File: config.mk
export PLATFORM = sky130hd
export DESIGN_NAME = au_arbiter_flat
export DESIGN_NICKNAME = d
export VERILOG_FILES = /design/src/rtl/au_pkg.sv /design/src/rtl/au_arbiter_if.sv /design/src/rtl/au.sv /design/src/rtl/au_arbiter.sv /design/src/flat_wrapper.sv
export SDC_FILE = /design/constraint.sdc
export NUM_CORES = 1
export LEC_CHECK = 0
export ABC_AREA = 1
export CORE_MARGIN = 3
export CORE_UTILIZATION = 53
export CTS_CLUSTER_DIAMETER = 120
export CTS_CLUSTER_SIZE = 30
export DETAILED_ROUTE_END_ITERATION = 10
export MAX_ROUTING_LAYER = met4
export PLACE_DENSITY = 0.93
export SLEW_MARGIN = 15
export SYNTH_ARGS = -nofsm -noshare
export SYNTH_HDL_FRONTEND = slang
export SYNTH_SLANG_ARGS = --single-unit
export TNS_END_PERCENT = 30
File: constraint.sdc
create_clock -name clk -period 4.6 [get_ports clk]
set_input_delay 0.92 -clock clk [delete_from_list [all_inputs] [get_ports clk]]
set_output_delay 0.92 -clock clk [all_outputs]
set_load 0.05 [all_outputs]
File: src/rtl/au_pkg.sv
// Shared definitions for the shared-adder arbiter slice: datapath width,
// FSM state encoding, requester IDs and the adder flag bundle.
package au_pkg;

    localparam int WIDTH = 16;

    typedef enum logic [1:0] {
        IDLE = 2'd0,
        EXEC = 2'd1,
        RESP = 2'd2
    } state_t;

    localparam logic ID_REQ0 = 1'b0;
    localparam logic ID_REQ1 = 1'b1;

    typedef struct packed {
        logic s;
        logic zr;
        logic cy;
        logic p;
        logic v;
    } flags_t;

endpackage

File: src/rtl/au_arbiter_if.sv
// Bundle of the request, operand and response signals between the two
// ALU-issuing masters and the arbiter. The slave side is the arbiter.
interface au_arbiter_if;

    logic [1:0]                req;
    logic [au_pkg::WIDTH-1:0]  a0;
    logic [au_pkg::WIDTH-1:0]  b0;
    logic [au_pkg::WIDTH-1:0]  a1;
    logic [au_pkg::WIDTH-1:0]  b1;
    logic [1:0]                ack;
    logic                      rsp_valid;
    logic                      rsp_ready;
    logic                      rsp_id;
    logic [au_pkg::WIDTH-1:0]  c;
    logic                      s;
    logic                      zr;
    logic                      cy;
    logic                      p;
    logic                      v;
    logic                      busy;

    modport master (
        output req, a0, b0, a1, b1, rsp_ready,
        input  ack, rsp_valid, rsp_id, c, s, zr, cy, p, v, busy
    );

    modport slave (
        input  req, a0, b0, a1, b1, rsp_ready,
        output ack, rsp_valid, rsp_id, c, s, zr, cy, p, v, busy
    );

endinterface

File: src/rtl/au.sv
// Existing 16-bit adder unit: purely combinational sum plus sign, zero,
// carry, even-parity and signed-overflow flags.
module au
    import au_pkg::*;
(
    input  logic [WIDTH-1:0] a,
    input  logic [WIDTH-1:0] b,
    output logic [WIDTH-1:0] c,
    output flags_t           flags
);

    logic [WIDTH:0] sum;

    // One extra bit on the add exposes the carry out of the top bit
    always_comb begin
        sum      = {1'b0, a} + {1'b0, b};
        c        = sum[WIDTH-1:0];
        flags.s  = sum[WIDTH-1];
        flags.zr = (sum[WIDTH-1:0] == '0);
        flags.cy = sum[WIDTH];
        flags.p  = ~^sum[WIDTH-1:0];
        flags.v  = (a[WIDTH-1] == b[WIDTH-1]) && (sum[WIDTH-1] != a[WIDTH-1]);
    end

endmodule

File: src/rtl/au_arbiter.sv
// Round-robin arbiter sharing one adder unit between two requesters.
// A grant latches operands, the add runs for one cycle, and the result
// is offered on a valid/ready response channel tagged with the requester.
module au_arbiter #(
    parameter int WIDTH = 16
) (
    input  logic        clk,
    input  logic        rst,
    au_arbiter_if.slave bus
);

    import au_pkg::*;

    state_t             state;
    state_t             state_nxt;
    logic               ptr;
    logic               grant_id;
    logic               id_q;
    logic [WIDTH-1:0]   op_a;
    logic [WIDTH-1:0]   op_b;
    logic [WIDTH-1:0]   au_c;
    flags_t             au_flags;
    logic [WIDTH-1:0]   c_q;
    flags_t             flags_q;
    logic               rsp_id_q;

    au u_au (
        .a     (op_a),
        .b     (op_b),
        .c     (au_c),
        .flags (au_flags)
    );

    // A lone request wins outright; a tie goes to the priority pointer
    always_comb begin
        grant_id = ptr;
        case (bus.req)
            2'b01:   grant_id = ID_REQ0;
            2'b10:   grant_id = ID_REQ1;
            default: grant_id = ptr;
        endcase
    end

    // State register; reset aborts any in-flight operation immediately
    always_ff @(posedge clk or posedge rst) begin
        if (rst) begin
            state <= IDLE;
        end else begin
            state <= state_nxt;
        end
    end

    // Next-state and handshake outputs, all derived from the current state
    always_comb begin
        state_nxt     = state;
        bus.ack       = 2'b00;
        bus.rsp_valid = 1'b0;
        bus.busy      = (state != IDLE);
        case (state)
            IDLE: begin
                if (|bus.req) begin
                    state_nxt = EXEC;
                end
            end
            EXEC: begin
                bus.ack   = id_q ? 2'b10 : 2'b01;
                state_nxt = RESP;
            end
            RESP: begin
                bus.rsp_valid = 1'b1;
                if (bus.rsp_ready) begin
                    state_nxt = IDLE;
                end
            end
            default: begin
                state_nxt = IDLE;
            end
        endcase
    end

    // Operand capture on grant, result capture after the add, and the
    // pointer handing priority to the other requester once consumed
    always_ff @(posedge clk or posedge rst) begin
        if (rst) begin
            ptr      <= ID_REQ0;
            id_q     <= ID_REQ0;
            op_a     <= '0;
            op_b     <= '0;
            c_q      <= '0;
            flags_q  <= '0;
            rsp_id_q <= 1'b0;
        end else begin
            case (state)
                IDLE: begin
                    if (|bus.req) begin
                        id_q <= grant_id;
                        op_a <= grant_id ? bus.a1 : bus.a0;
                        op_b <= grant_id ? bus.b1 : bus.b0;
                    end
                end
                EXEC: begin
                    c_q      <= au_c;
                    flags_q  <= au_flags;
                    rsp_id_q <= id_q;
                end
                RESP: begin
                    if (bus.rsp_ready) begin
                        ptr <= ~id_q;
                    end
                end
                default: begin
                end
            endcase
        end
    end

    assign bus.c      = c_q;
    assign bus.s      = flags_q.s;
    assign bus.zr     = flags_q.zr;
    assign bus.cy     = flags_q.cy;
    assign bus.p      = flags_q.p;
    assign bus.v      = flags_q.v;
    assign bus.rsp_id = rsp_id_q;

endmodule

File: src/flat_wrapper.sv
// flat-port wrapper written by rule: the top's interface ports become plain ports
module au_arbiter_flat import au_pkg::*;
#(
    parameter int WIDTH = 16
)
  (clk, rst, bus_req, bus_a0, bus_b0, bus_a1, bus_b1, bus_rsp_ready, bus_ack, bus_rsp_valid, bus_rsp_id, bus_c, bus_s, bus_zr, bus_cy, bus_p, bus_v, bus_busy);
  au_arbiter_if bus_i ();
  input  logic clk;
  input  logic rst;
  input wire logic [$bits(bus_i.req)-1:0] bus_req;
  input wire logic [$bits(bus_i.a0)-1:0] bus_a0;
  input wire logic [$bits(bus_i.b0)-1:0] bus_b0;
  input wire logic [$bits(bus_i.a1)-1:0] bus_a1;
  input wire logic [$bits(bus_i.b1)-1:0] bus_b1;
  input wire logic [$bits(bus_i.rsp_ready)-1:0] bus_rsp_ready;
  output wire logic [$bits(bus_i.ack)-1:0] bus_ack;
  output wire logic [$bits(bus_i.rsp_valid)-1:0] bus_rsp_valid;
  output wire logic [$bits(bus_i.rsp_id)-1:0] bus_rsp_id;
  output wire logic [$bits(bus_i.c)-1:0] bus_c;
  output wire logic [$bits(bus_i.s)-1:0] bus_s;
  output wire logic [$bits(bus_i.zr)-1:0] bus_zr;
  output wire logic [$bits(bus_i.cy)-1:0] bus_cy;
  output wire logic [$bits(bus_i.p)-1:0] bus_p;
  output wire logic [$bits(bus_i.v)-1:0] bus_v;
  output wire logic [$bits(bus_i.busy)-1:0] bus_busy;
  assign bus_i.req = bus_req;
  assign bus_i.a0 = bus_a0;
  assign bus_i.b0 = bus_b0;
  assign bus_i.a1 = bus_a1;
  assign bus_i.b1 = bus_b1;
  assign bus_i.rsp_ready = bus_rsp_ready;
  assign bus_ack = bus_i.ack;
  assign bus_rsp_valid = bus_i.rsp_valid;
  assign bus_rsp_id = bus_i.rsp_id;
  assign bus_c = bus_i.c;
  assign bus_s = bus_i.s;
  assign bus_zr = bus_i.zr;
  assign bus_cy = bus_i.cy;
  assign bus_p = bus_i.p;
  assign bus_v = bus_i.v;
  assign bus_busy = bus_i.busy;
  au_arbiter #(.WIDTH(WIDTH)) u_core (.clk(clk), .rst(rst), .bus(bus_i));
endmodule
==> results of run 1 <==
[state kept, by name, indices dropped and copies added (netlist names), 2 cells and up]
register,cells
u_core.op_b,16
u_core.op_a,16
u_core.state,2
u_core.bus.c,15
[layout by cell type (no fill, tap or decap), types with 2 or more instances in the layout]
| cell type | n |
|---|---|
| a21oi_1 | 9 |
| o22ai_1 | 3 |
| nand3_1 | 16 |
| nor2_2 | 4 |
| a31oi_1 | 31 |
| o21ai_0 | 20 |
| xnor2_1 | 10 |
| nor2_4 | 2 |
| xor2_1 | 7 |
| bufinv_16 | 3 |
| buf_4 | 3 |
| clkbuf_8 | 11 |
| dfrtp_1 | 57 |
| nand2_1 | 136 |
| o21bai_2 | 2 |
| clkdlybuf4s50_1 | 94 |
| nor2_1 | 45 |
| nand2_2 | 14 |
| inv_1 | 38 |
| ha_1 | 25 |
[layer usage]
layer,up-vias,share of wire,GRT usage
li1,1643,-,-
met1,1531,0.42,0.315
met2,118,0.50,0.447
met3,20,0.055,0.0322
met4,0,0.029,0.138
met5,-,0,-
[cell families (layout without fill, tap and decap cells)]
family                     count (synthesis)  count (layout)  share of synthesized area
AOI/OAI and AO/OA                         69              69                      0.120
xor gates and xnor gates                  17              17                     0.0426
adders and majority gates                 26              26                     0.0952
buffers and inverters                     57             152                     0.0669
DFF                                       57              57                      0.408
and+or+nand+nor                          224             224                      0.268
[per-stage QoR]
stage,instances,utilization,setup WS [ns]
4_1_cts,620,0.767,1.46
5_1_grt,620,0.767,1.29
3_3_place_gp,604,0.725,1.29
2_1_floorplan,450,-,1.94
3_5_place_dp,604,0.725,1.11
6_report,620,0.767,1.44
[area by class of cell]
cell class / count / area share
Inverter: 39 / 0.0312
Multi-Input combinational cell: 336 / 0.390
Sequential cell: 57 / 0.302
Timing Repair Buffer: 97 / 0.204
Clock inverter: 4 / 0.0209
Clock buffer: 12 / 0.0328
Tap cell: 75 / 0.0198
[worst reg2reg max path, stage by stage (launching register included)]
cell      delay, ns
dfrtp_1        0.42
ha_1           0.39
or2_1          0.28
nand3_1        0.11
nand2_2        0.09
a21boi_2       0.20
o21bai_2       0.08
xor2_1         0.18
inv_1          0.06
ha_1           0.28
xnor2_1        0.20
xnor2_1        0.15
xor2_1         0.22
inv_1          0.06
nand3_1        0.08
nand3_1        0.08
nand2_1        0.07
[worst paths after layout]
check                                 from              end  slack (ns)  cells past startpoint
hold / removal             u_core.bus.c[9]  u_core.bus.c[9]        0.49                      2
setup reg to reg            u_core.op_b[2]     u_core.bus.p        1.57                     16
min in group asynchronous              rst  u_core.bus.c[1]        1.10                      2
max in group asynchronous              rst  u_core.bus.c[9]        2.93                      2
hold reg to reg            u_core.bus.c[9]  u_core.bus.c[9]        0.49                      2
setup / recovery                bus_req[0]   u_core.op_a[1]        1.44                      9
==> metrics, run 1 <==
Via Count 3,312; Max Freq 316 MHz; finished layout cell area 4730 µm²; DP Area 4470 µm²; Worst-path clk slew 0.07 ns; Routed Antenna Nets 0; CP top delay family buffers and inverters; Inserted Clock Buffers 9; Critical Path Fanout Max 33; footprint of the multi-input gates 1840 µm²; vias per cell 5.34; fillcell total 457; initial antenna violation count 0; vias in the first global route 3,285; clock sinks 57; CTS tree yes; CP cell instances clkdlybuf4s50_1 -> inv_1 -> ha_1 -> or2_2 -> nand2_1 -> buf_4 -> inv_1 -> o21ai_0 -> o22ai_1; Root Buffer clkbuf_8; top post-synthesis cells by area dfrtp_1, nand2_1, ha_1, a31oi_1, nor2_1; area delta synth->final 35.3%; Synth cell types 32; share of cells above drive strength 1 0.0844; area leader, netlist dfrtp_1; total wire length 9.00 mm; Final min period 3.16 ns; hold_ws 0.489 ns; row count 28; total die area 7610 µm²; H-Tree Level Count 3; Setup violations, final 0; hold crit path type flop to flop; port bufs 94; Synth Register Bits 57; Resized Gates After CTS 0; max_cap viols 0; Setup Crit Path Kind primary input to flop; DRT iter0 DRCs 176; sequential cell area 1430 µm²; DR WL/cell 14.5 µm; Post-CTS Hold Fix Bufs 0; nets@finish 635; n_diodes 0; Seq/Total Area, Yosys 0.408; Slew HR 0.342; share of the synthesized area in the top cell type 0.408; Residual DRC 0; most frequent cell after synthesis nand2_1; outcome finished, final reports clean; Crit path arrival time 3.37 ns; global-route wire length before repair 15.1 mm; Synth top cells by count nand2_1, dfrtp_1, nor2_1, inv_1, a31oi_1; GR Overflow Total 0; dominant synthesized flop cell dfrtp_1; number of flops mapped to enable cells by yosys 0; Startpoint Class primary input; Fin. Hold Viols 0; worst slew pin tran 0.986 ns; fin. max-slew vios 0; Async S/R FF share, synth 1.00; Initial Utilization 0.567; Mapped Avg Cell Area 7.77 µm²; syn_nets 545; RSZ-0062 raised after global routing no; Worst EP required 4.80 ns; drt first pass iters 4; CP endpoint kind flop; largest net degree at the start of global routing 58; Critical-path top delay cell clkdlybuf4s50_1; Clock Tree Buf Depth 2; GP Congestion 0.912; final setup TNS 0 ns; Post-Syn Area 3500 µm²; most used cell, CP inv_1; Die Wd 87.2 µm; die height 87.2 µm; clock skew 0.0118 ns; num ports 95; core area 6170 µm²; Mapped Cells 450; Clock Latency Late Sink 0.35 ns; Post-CTS Setup Bufs 0; WP buf/inv 4; dpl hpwl 6.75 mm; final worst-path cycle share 0.688; Yosys warnings 0; Worst path max stage delay 0.48 ns; Global Route Usage Sum 0.267
Power of run 1 is not shown: default switching activity piles up to over one toggle a cycle in this logic, so the estimate is an artifact.
==> run 2: changes to the inputs <==
- CORE_UTILIZATION: 53 -> 44
- PLACE_DENSITY: 0.93 -> 0.83
- clock period: 4.6 -> 2.6 ns (I/O delays scaled with it)
==> metrics, run 2 (synthesis results as in run 1) <==
WHS Path Cells 2 (unchanged); Slew HR 0.653 (+0.311); row count 31 (+11%); worst reg2reg path endpoint u_core.bus.p; Inserted Clock Buffers 9 (unchanged); Clock Tree Buf Depth 2 (unchanged); final worst-path cycle share 1.04; worst slew pin tran 0.520 ns (-0.466 ns); failing checks setup timing; setup ws final -0.112 ns (-1.55 ns); n_diodes 0 (unchanged); Hold Crit Endpoint u_core.bus.c[11]; vias per cell 4.92 (-7.9%); DRT iter0 DRCs 108 (-39%); CP endpoint kind flop; port bufs 94 (unchanged); outcome finished with violations; Max Freq 369 MHz; Die Wd 95.1 µm (+9.1%); Worst-path clk slew 0.07 ns (about the same); Post-Layout Cell Count 669 (+7.9%); Fin. Hold Viols 0 (unchanged); initial antenna violation count 0 (unchanged); largest net degree at the start of global routing 55 (-5.2%); critical hold path startpoint u_core.bus.c[11]; GP Congestion 0.889 (-2.5%); GR Overflow Total 0 (unchanged); commonest non-fill, non-tap cell in the layout nand2_1; clock skew 0.0111 ns (-0.000690 ns); vias in the first global route 3,125 (-4.9%); commonest non-fill, non-tap cells in the layout nand2_1, clkdlybuf4s50_1, dfrtp_1; Worst EP required 2.83 ns (-1.97 ns); Global Route Usage Sum 0.207 (-0.0596); core area 7490 µm² (+21%); R2R setup slack -0.11 ns (-1.68 ns); Crit path arrival time 2.94 ns (-0.43 ns); dpl hpwl 6.76 mm (+0.18%); drt first pass iters 7 (+3); Via Count 3,290 (-0.66%); area delta synth->final 47.7%; Root Buffer clkbuf_8; RSZ-0062 raised after global routing yes; hold_ws 0.481 ns (-0.00777 ns); num ports 95 (unchanged); H-Tree Level Count 3 (unchanged); global-route wire length before repair 14.2 mm (-5.6%); Setup violations, final 1 (+1); Initial Utilization 0.467 (-0.100); Critical Path Fanout Max 4 (-88%); share of cells above drive strength 1 0.175 (+0.0910); CTS tree yes; clock sinks 57 (unchanged); Routed Antenna Nets 0 (unchanged); DR WL/cell 12.9 µm (-11%); Setup Crit Path Kind flop to flop; Final min period 2.71 ns; Placed Cells 651 (+7.8%); die height 95.1 µm (+9.1%); nets@finish 660 (+3.9%); Residual DRC 0 (unchanged); Clock Latency Late Sink 0.34 ns (about the same); total wire length 8.61 mm (-4.4%); Critical R2R Launch u_core.op_b[0]; total die area 9050 µm² (+19%); hold crit path type flop to flop; Startpoint Class flop; max_cap viols 0 (unchanged); fin. max-slew vios 0 (unchanged); DP Worst Slack -0.138 ns (-1.25 ns); R2R cell count 15 (-1)
-- run 2: cell count changes in the layout (fill, tap and decap cells not counted), moves of 2 or more --
cell and change:
inv_1 -4, inv_2 +5, ha_4 +7, clkdlybuf4s50_1 -2, ha_1 -8, a21oi_2 +2
xnor2_1 -6, clkinvlp_4 +2, nand2_1 -2, a21oi_1 -2, buf_12 +4, buf_4 +22
xnor2_2 +6, nand2_2 +2
-- run 2: area by class of cell --
cell class | count | area (µm²)
clock buffer | 12 | 155
multi-input combinational | 336 | 2040
fill | 589 | 2320
inverter | 39 | 146
tap | 99 | 124
clock inverter | 4 | 75.1
sequential | 57 | 1430
timing repair buffer | 122 | 1200
-- run 2: what timing repair did --
action,CTS,global route
hold buffers,0,0
gates resized for setup,0,27
pin swaps,7,20
setup endpoints to repair,1,1
buffers inserted,0,2
-- run 2: per-stage QoR --
stage / TNS, ns / instance area [µm²] / util
floorplan: 0 / 3550 / -
global placement: -0.0765 / 4770 / 0.637
detailed placement: -0.138 / 4770 / 0.637
CTS: -0.160 / 5000 / 0.668
global route: -0.314 / 5160 / 0.690
finish: -0.112 / 5160 / 0.690
-- run 2: worst max-delay path by stage --
stage                         endpoint  slack (ns)  depth (start not counted)      startpoint
after floorplan           u_core.bus.p       0.005                         16  u_core.op_b[2]
after global placement    u_core.bus.p       -0.08                         16  u_core.op_b[2]
after detailed placement  u_core.bus.p       -0.14                         16  u_core.op_b[2]
after CTS                 u_core.bus.p       -0.16                         16  u_core.op_b[2]
after global routing      u_core.bus.p       -0.31                         16  u_core.op_b[0]
final                     u_core.bus.p       -0.11                         15  u_core.op_b[0]
-- run 2: critical path, stage by stage (launching register included) --
cell	delay, ns
dfrtp_1	0.37
ha_2	0.19
inv_2	0.04
fa_2	0.36
inv_2	0.07
nand2_2	0.06
nand3_4	0.08
a31oi_2	0.10
xor2_1	0.25
ha_1	0.31
xnor2_2	0.20
xnor2_2	0.13
xor2_1	0.20
nand2_1	0.09
nand3_1	0.08
nand2_1	0.06
-- run 2: layer usage --
metal / track usage / part of all wire / up-vias / wire length, µm
met1: 0.282 / 0.46 / 1500 / 3990
li1: - / - / 1687 / -
met5: - / 0 / - / 0
met2: 0.317 / 0.47 / 94 / 4070
met4: 0.0565 / 0.010 / 0 / 89
met3: 0.0410 / 0.053 / 9 / 458
Power of run 2 is left out for the same reason.
